<file path="src/rtl/scope_pkg.sv">
// rtl/scope_pkg.sv - shared constants and state encoding for the ADC capture streamer
package scope_pkg;

  localparam logic [2:0] S_IDLE      = 3'd0;
  localparam logic [2:0] S_STREAM    = 3'd1;
  localparam logic [2:0] S_ARMED     = 3'd2;
  localparam logic [2:0] S_CAPTURE   = 3'd3;
  localparam logic [2:0] S_SEND_HDR  = 3'd4;
  localparam logic [2:0] S_SEND_DATA = 3'd5;

  typedef enum logic [2:0] {
    ST_IDLE      = S_IDLE,
    ST_STREAM    = S_STREAM,
    ST_ARMED     = S_ARMED,
    ST_CAPTURE   = S_CAPTURE,
    ST_SEND_HDR  = S_SEND_HDR,
    ST_SEND_DATA = S_SEND_DATA
  } state_t;

  localparam logic [7:0] HEADER_DEFAULT = 8'hAA;

  localparam logic MODE_FREE = 1'b0;
  localparam logic MODE_TRIG = 1'b1;

endpackage

</file>
<file path="src/rtl/sample_fifo.sv">
// rtl/sample_fifo.sv - synchronous FIFO holding captured ADC samples
// Ports: clk, rst (sync, active-high); push/push_data write side; pop/pop_data
// read side (pop_data shows the head entry combinationally); full, empty, count.
module sample_fifo #(
  parameter int WIDTH = 8,
  parameter int DEPTH = 4
) (
  input  logic                     clk,
  input  logic                     rst,
  input  logic                     push,
  input  logic [WIDTH-1:0]         push_data,
  input  logic                     pop,
  output logic [WIDTH-1:0]         pop_data,
  output logic                     full,
  output logic                     empty,
  output logic [$clog2(DEPTH):0]   count
);

  localparam int AW = $clog2(DEPTH);

  logic [WIDTH-1:0] mem [DEPTH];
  logic [AW-1:0]    wr_ptr;
  logic [AW-1:0]    rd_ptr;
  logic             do_push;
  logic             do_pop;

  assign full     = (count == (AW+1)'(DEPTH));
  assign empty    = (count == '0);
  assign pop_data = mem[rd_ptr];
  assign do_pop   = pop && !empty;
  // A push into a full FIFO is accepted when the head leaves in the same cycle.
  assign do_push  = push && (!full || do_pop);

  always_ff @(posedge clk) begin
    if (rst) begin
      wr_ptr <= '0;
      rd_ptr <= '0;
      count  <= '0;
    end else begin
      if (do_push) wr_ptr <= wr_ptr + 1'b1;
      if (do_pop)  rd_ptr <= rd_ptr + 1'b1;
      case ({do_push, do_pop})
        2'b10:   count <= count + 1'b1;
        2'b01:   count <= count - 1'b1;
        default: count <= count;
      endcase
    end
  end

  always_ff @(posedge clk) begin
    if (do_push) mem[wr_ptr] <= push_data;
  end

endmodule

</file>
<file path="src/rtl/adc_capture_streamer.sv">
// rtl/adc_capture_streamer.sv - ADC sampler with free-run and triggered block streaming to UART TX
// Ports: clk, rst (sync, active-high); adc_in sample bus; mode (0 free-run,
// 1 triggered); trig_level threshold; arm pulse; tx_data/tx_valid/tx_ready byte
// stream; busy (not idle), triggered (block in flight), overflow (sticky drop).
module adc_capture_streamer
  import scope_pkg::*;
#(
  parameter int         DATA_W     = 8,
  parameter int         SAMPLE_DIV = 3744,
  parameter int         DEPTH      = 256,
  parameter logic [7:0] HEADER     = HEADER_DEFAULT
) (
  input  logic              clk,
  input  logic              rst,
  input  logic [DATA_W-1:0] adc_in,
  input  logic              mode,
  input  logic [DATA_W-1:0] trig_level,
  input  logic              arm,
  output logic [7:0]        tx_data,
  output logic              tx_valid,
  input  logic              tx_ready,
  output logic              busy,
  output logic              triggered,
  output logic              overflow
);

  localparam int CW = $clog2(SAMPLE_DIV);
  localparam int AW = $clog2(DEPTH);
  localparam logic [AW+1:0] CAP = (AW+2)'(DEPTH);

  state_t            state, state_nx;
  logic [CW-1:0]     tick_cnt;
  logic              tick;
  logic [DATA_W-1:0] prev;
  logic [AW:0]       sent_cnt;
  logic              hdr_loaded;
  logic              fifo_push, fifo_pop, fifo_full, fifo_empty;
  logic [DATA_W-1:0] fifo_dout;
  logic [AW:0]       fifo_count;
  logic              out_free, accept, hit, stage_full, last_accept;
  logic [AW+1:0]     stored;

  sample_fifo #(.WIDTH(DATA_W), .DEPTH(DEPTH)) u_fifo (
    .clk       (clk),
    .rst       (rst),
    .push      (fifo_push),
    .push_data (adc_in),
    .pop       (fifo_pop),
    .pop_data  (fifo_dout),
    .full      (fifo_full),
    .empty     (fifo_empty),
    .count     (fifo_count)
  );

  assign tick     = (tick_cnt == CW'(SAMPLE_DIV - 1));
  assign out_free = !tx_valid || tx_ready;
  assign accept   = tx_valid && tx_ready;
  assign hit      = tick && (prev < trig_level) && (adc_in >= trig_level);
  assign busy     = (state != ST_IDLE);
  // In free-run the output register counts against capacity, so exactly DEPTH
  // samples are buffered before one is dropped.
  assign stored      = {1'b0, fifo_count} + {{(AW+1){1'b0}}, tx_valid};
  assign stage_full  = (stored >= CAP);
  assign last_accept = (state == ST_SEND_DATA) && accept && (sent_cnt == (AW+1)'(DEPTH - 1));

  always_ff @(posedge clk) begin
    if (rst || tick) tick_cnt <= '0;
    else             tick_cnt <= tick_cnt + 1'b1;
  end

  always_ff @(posedge clk) begin
    if (rst) state <= ST_IDLE;
    else     state <= state_nx;
  end

  always_comb begin
    state_nx  = state;
    fifo_push = 1'b0;
    fifo_pop  = 1'b0;
    case (state)
      ST_IDLE: begin
        if (mode == MODE_FREE) state_nx = ST_STREAM;
        else if (arm)          state_nx = ST_ARMED;
      end
      ST_STREAM: begin
        fifo_pop = out_free && !fifo_empty;
        if (mode == MODE_TRIG) begin
          if (fifo_empty) state_nx = ST_IDLE;
        end else begin
          fifo_push = tick && (!stage_full || accept);
        end
      end
      ST_ARMED: begin
        if (hit) begin
          fifo_push = 1'b1;
          state_nx  = ST_CAPTURE;
        end
      end
      ST_CAPTURE: begin
        if (fifo_full) state_nx = ST_SEND_HDR;
        else           fifo_push = tick;
      end
      ST_SEND_HDR: begin
        if (hdr_loaded && accept) state_nx = ST_SEND_DATA;
      end
      ST_SEND_DATA: begin
        fifo_pop = out_free && !fifo_empty;
        if (last_accept) state_nx = ST_IDLE;
      end
      default: state_nx = ST_IDLE;
    endcase
  end

  always_ff @(posedge clk) begin
    if (rst) begin
      tx_valid   <= 1'b0;
      tx_data    <= '0;
      hdr_loaded <= 1'b0;
      sent_cnt   <= '0;
      prev       <= '0;
      triggered  <= 1'b0;
      overflow   <= 1'b0;
    end else begin
      if (fifo_pop) begin
        tx_valid <= 1'b1;
        tx_data  <= 8'(fifo_dout);
      end else if (state == ST_SEND_HDR && !hdr_loaded && out_free) begin
        tx_valid <= 1'b1;
        tx_data  <= HEADER;
      end else if (accept) begin
        tx_valid <= 1'b0;
      end

      if (state == ST_SEND_HDR) begin
        if (out_free) hdr_loaded <= 1'b1;
      end else begin
        hdr_loaded <= 1'b0;
      end

      if (state != ST_SEND_DATA) sent_cnt <= '0;
      else if (accept)           sent_cnt <= sent_cnt + 1'b1;

      // Seeding with the threshold means a signal already at or above it must
      // first dip below before it can trigger.
      if (state == ST_IDLE && state_nx == ST_ARMED) prev <= trig_level;
      else if (state == ST_ARMED && tick)           prev <= adc_in;

      if (state == ST_ARMED && hit) triggered <= 1'b1;
      else if (last_accept)         triggered <= 1'b0;

      if (state == ST_IDLE && state_nx == ST_STREAM) begin
        overflow <= 1'b0;
      end else if (state == ST_STREAM && mode == MODE_FREE && tick && stage_full && !accept) begin
        overflow <= 1'b1;
      end
    end
  end

endmodule

</file>
<file path="config.mk">
export PLATFORM = sky130hd
export DESIGN_NAME = adc_capture_streamer
export DESIGN_NICKNAME = d
export VERILOG_FILES = /design/src/rtl/scope_pkg.sv /design/src/rtl/sample_fifo.sv /design/src/rtl/adc_capture_streamer.sv
export SDC_FILE = /design/constraint.sdc
export NUM_CORES = 2
export LEC_CHECK = 0
export BUFFER_PORTS_ARGS = -buffer_cell sky130_fd_sc_hd__buf_2
export CAP_MARGIN = 20
export CORE_MARGIN = 4
export CORE_UTILIZATION = 45
export DETAILED_ROUTE_END_ITERATION = 6
export RECOVER_POWER = 50
export REMOVE_ABC_BUFFERS = 1
export SETUP_SLACK_MARGIN = 0.4
export SLEW_MARGIN = 20
export SYNTH_ARGS = -nofsm -noshare
export SYNTH_HDL_FRONTEND = slang
export SYNTH_HIERARCHICAL = 1
export SYNTH_SLANG_ARGS = --single-unit
</file>
<file path="constraint.sdc">
create_clock -name clk -period 9.6 [get_ports clk]
set_input_delay 0.48 -clock clk [delete_from_list [all_inputs] [get_ports clk]]
set_output_delay 0.48 -clock clk [all_outputs]
set_load 0.02 [all_outputs]
</file>
==> flow_metrics.py <==
metrics = {
    "worst_setup_path": {
        "r2r_end": "u_fifo/mem[185][4]$_DFFE_PP_",
        "worstSetupPathType": "in2reg",
        "required_ns": 10.03,
        "r2r_slack_ns": 3.39,
        "reg2reg_from": "state[1]$_SDFF_PP0_",
        "path_max_fanout": 70,
        "worstRegToRegCells": 10,
        "crit_path_start_kind": "input port",
        "crit_path_end_kind": "flop",
        "arrival_ns": 7.73,
    },
    "hold_path": {
        "worstHoldPathType": "in2reg",
        "min-delay-start": "adc_in[4]",
        "whs_path_depth": 1,
        "holdPathEnd": "u_fifo/mem[112][4]$_DFFE_PP_",
    },
    "floorplanning": {
        "ioPinCount": 33,
        "fp.dieH_um": 438,
        "core-area_um2": 183000,
        "die_x_um": 438,
        "floorplan.initialDensity_pct": 45.3,
        "die-area_um2": 191000,
        "num_rows": 157,
    },
    "timing": {
        "final.setup_skew_ns": 0.0356,
        "setup_viol": 0,
        "finalHoldViolations": 0,
        "rsz0062_at_grt": "false",
        "relSlewSlack_pct": -165,
        "whs_ns": 0.183,
        "fin_setup_tns_ns": 0,
        "fmax_mhz": 137,
        "period_needed_ns": 7.30,
        "fin_crit_sh_pct": 76.1,
        "slew_violations": 1225,
        "worst_slack_ns": 2.30,
        "worst_slew_pin_slew_ns": 3.97,
    },
    "detailed_routing": {
        "vias_per_cell": 5.96,
        "wl_per_cell_um": 30.4,
        "ant_nets": 0,
        "first_pass_iters": 6,
        "drt_iter0_drc": 4712,
        "route.detailed.drc": 0,
        "wl_mm": 205,
        "num_vias": 40300,
    },
    "yosys": {
        "ys_async_sr_fraction_pct": 0,
        "postSynthAreaPerCell_um2": 20.7,
        "syn_area_um2": 83000,
        "synth_cell_types": 65,
        "yosysSeqAreaShare_pct": 75.9,
        "postSynthCellCount": 4016,
        "yosys_warnings": 6,
        "synthFlopType": "edfxtp_1",
        "synth-edff-count": 2048,
        "ys_seq_elements": 2125,
    },
    "run_status": {
        "outcome": "finished, violations left",
        "violations": "capacitance limit, slew limit",
    },
    "global_route": {
        "grtUsageMet1_pct": 30.5,
        "grt_pass1_wl_mm": 297,
        "first_global_vias": 40400,
        "use_met2_pct": 34.6,
        "track_usage_pct": 21.5,
        "grt.met3_usage_pct": 3.61,
        "grt_max_degree": 144,
        "antenna_found_initial": 6,
        "overflow": 0,
        "top_usage_layer": "met2",
    },
    "clock_tree": {
        "cts_tree": "yes",
        "cts.sinks": 2125,
        "clk_latency_ns": 0.83,
        "cts_buffers": 209,
        "cts_max_path_buffers": 3,
        "cts-root-buf": "clkbuf_16",
        "postCtsSetupBuffers": 0,
        "htree_levels": 4,
        "cts.clk_slew.worst_paths_ns": 0.06,
    },
    "cells_and_area": {
        "multiInputGateArea_um2": 18700,
        "fillers": 14500,
        "fin_nets": 4172,
        "design_area_um2": 92500,
        "layout-drive-gt1-share_pct": 22.0,
        "post-route-util_pct": 50.5,
        "area_growth_pct": 11.3,
        "seq_area_um2": 63100,
    },
    "placement": {
        "port_buffers": 32,
        "place_congestion": 0.840,
        "placed_area_um2": 85800,
        "pre_cts_slack_ns": 3.75,
        "place_hpwl_mm": 125,
    },
    "flow_run": {
        "cap_viol_max_count": 25,
    },
    "power_and_ir_drop": {
        "powerDensity_nw_per_um2": 198,
        "vdd_drop_max_v": 0.000182,
        "p_leak_nw": 27.3,
    },
}
-- synth_stat cells (13+ instances only) --
| library cell | number | area, µm² |
|---|---|---|
| edfxtp_1 | 2048 | 61500 |
| mux4_2 | 526 | 11800 |
| nor2_1 | 353 | 1330 |
| mux2i_1 | 141 | 1410 |
| clkbuf_1 | 102 | 383 |
| nand2_1 | 89 | 334 |
| dfxtp_1 | 77 | 1540 |
| o22ai_1 | 65 | 407 |
| a211oi_1 | 53 | 398 |
| buf_2 | 52 | 260 |
| a22oi_1 | 42 | 315 |
| nand3_1 | 42 | 210 |
| a21oi_1 | 41 | 205 |
| buf_4 | 35 | 263 |
| o21ai_0 | 31 | 155 |
| ha_1 | 30 | 375 |
| nor3_1 | 30 | 150 |
| inv_1 | 27 | 101 |
| buf_6 | 22 | 248 |
| xor2_1 | 19 | 166 |
| buf_1 | 18 | 67.6 |
| nand4_1 | 17 | 106 |
| and2_1 | 16 | 100 |
| mux2_2 | 16 | 180 |
| a221oi_1 | 13 | 114 |
-- routing by layer --
metal / vias up / routed length (µm)
met5: - / 0
met4: 0 / 5530
met3: 306 / 15000
met2: 1698 / 100000
met1: 21500 / 84400
li1: 16800 / -
-- stage by stage --
| step | instances | total power, W |
|---|---|---|
| finish | 6757 | 0.0183 |
| global route | 6755 | 0.0189 |
| CTS | 6753 | 0.0185 |
| detailed placement | 6358 | 0.0106 |
| global placement | 6358 | 0.0106 |
| floorplan | 3787 | 0.0104 |
-- power by group --
group	total [W]	switching, W	internal [W]	leakage (nW)
combinational	0.000221	0.000198	0.0000236	5.04
sequential	0.0102	0.00000440	0.0102	19.0
clock	0.00793	0.00340	0.00453	3.25
-- cells by family (layout without fill, tap and decap cells) --
| logic type | after synthesis | in the layout | share of synthesized area [%] |
|---|---|---|---|
| buffers and inverters | 257 | 531 | 1.60 |
| other | 0 | 3 | 0 |
| muxes | 683 | 683 | 16.2 |
| xor gates and xnor gates | 31 | 31 | 0.327 |
| adders and majority gates | 31 | 31 | 0.476 |
| DFF | 2125 | 2125 | 75.9 |
| and+or+nand+nor | 603 | 603 | 3.17 |
| AOI/OAI and AO/OA | 286 | 286 | 2.34 |
-- flip-flops by register name, summed over array words and instances (netlist names), named ones only --
name           count
hdr_loaded         1
overflow           1
u_fifo/count       9
triggered          1
sent_cnt           9
tx_data            8
prev               8
state              3
tx_valid           1
u_fifo/rd_ptr      8
tick_cnt          12
u_fifo/mem      2048
u_fifo/wr_ptr      8
-- critical path, cell delays in order --
cell      delay, ns
clkbuf_1       2.56
ha_1           0.48
nand4_1        0.13
nor3_1         0.21
o41ai_1        0.18
o21ai_0        0.36
o31ai_1        0.36
nor3b_1        0.86
nand2_1        0.82
buf_4          0.51
nor2_1         0.73
-- worst max-delay path by stage --
stage,startpoint,to,slack [ns],depth (start not counted)
2_1_floorplan,flop,tx_data[2]$_SDFFE_PP0P_,-14.99,9
3_3_place_gp,state[1]$_SDFF_PP0_,u_fifo/mem[185][2]$_DFFE_PP_,3.96,10
3_5_place_dp,state[1]$_SDFF_PP0_,u_fifo/mem[185][4]$_DFFE_PP_,3.75,10
4_1_cts,state[1]$_SDFF_PP0_,u_fifo/mem[185][4]$_DFFE_PP_,3.69,10
5_1_grt,adc_in[5],u_fifo/count[8]$_SDFFE_PP0P_,1.87,16
6_report,adc_in[5],u_fifo/mem[185][4]$_DFFE_PP_,2.30,11
-- cell usage in the layout (no fill, tap or decap), drive strengths merged, types with 31 or more instances in the layout --
cell type / instances
buf: 69
a211oi: 54
nor2: 353
o21ai: 36
inv: 36
clkinv: 80
mux4: 526
a22oi: 42
clkbuf: 310
dfxtp: 77
nor3: 31
mux2i: 141
nand3: 43
a21oi: 41
nand2: 89
edfxtp: 2048
o22ai: 65
-- what timing repair did --
action	CTS	global route
hold buffers	14	0
resized for setup	0	0
hold endpoints to repair	61	0
-- area by class of cell --
cell class	count	share of cell area (%)
sequential	2125	68.2
multi-input combinational	1634	20.2
clock buffer	271	6.16
tap	2464	3.33
clock inverter	110	1.04
timing repair buffer	122	0.913
inverter	28	0.114
antenna	3	0.00812
Power figures use the tool's default switching activity.
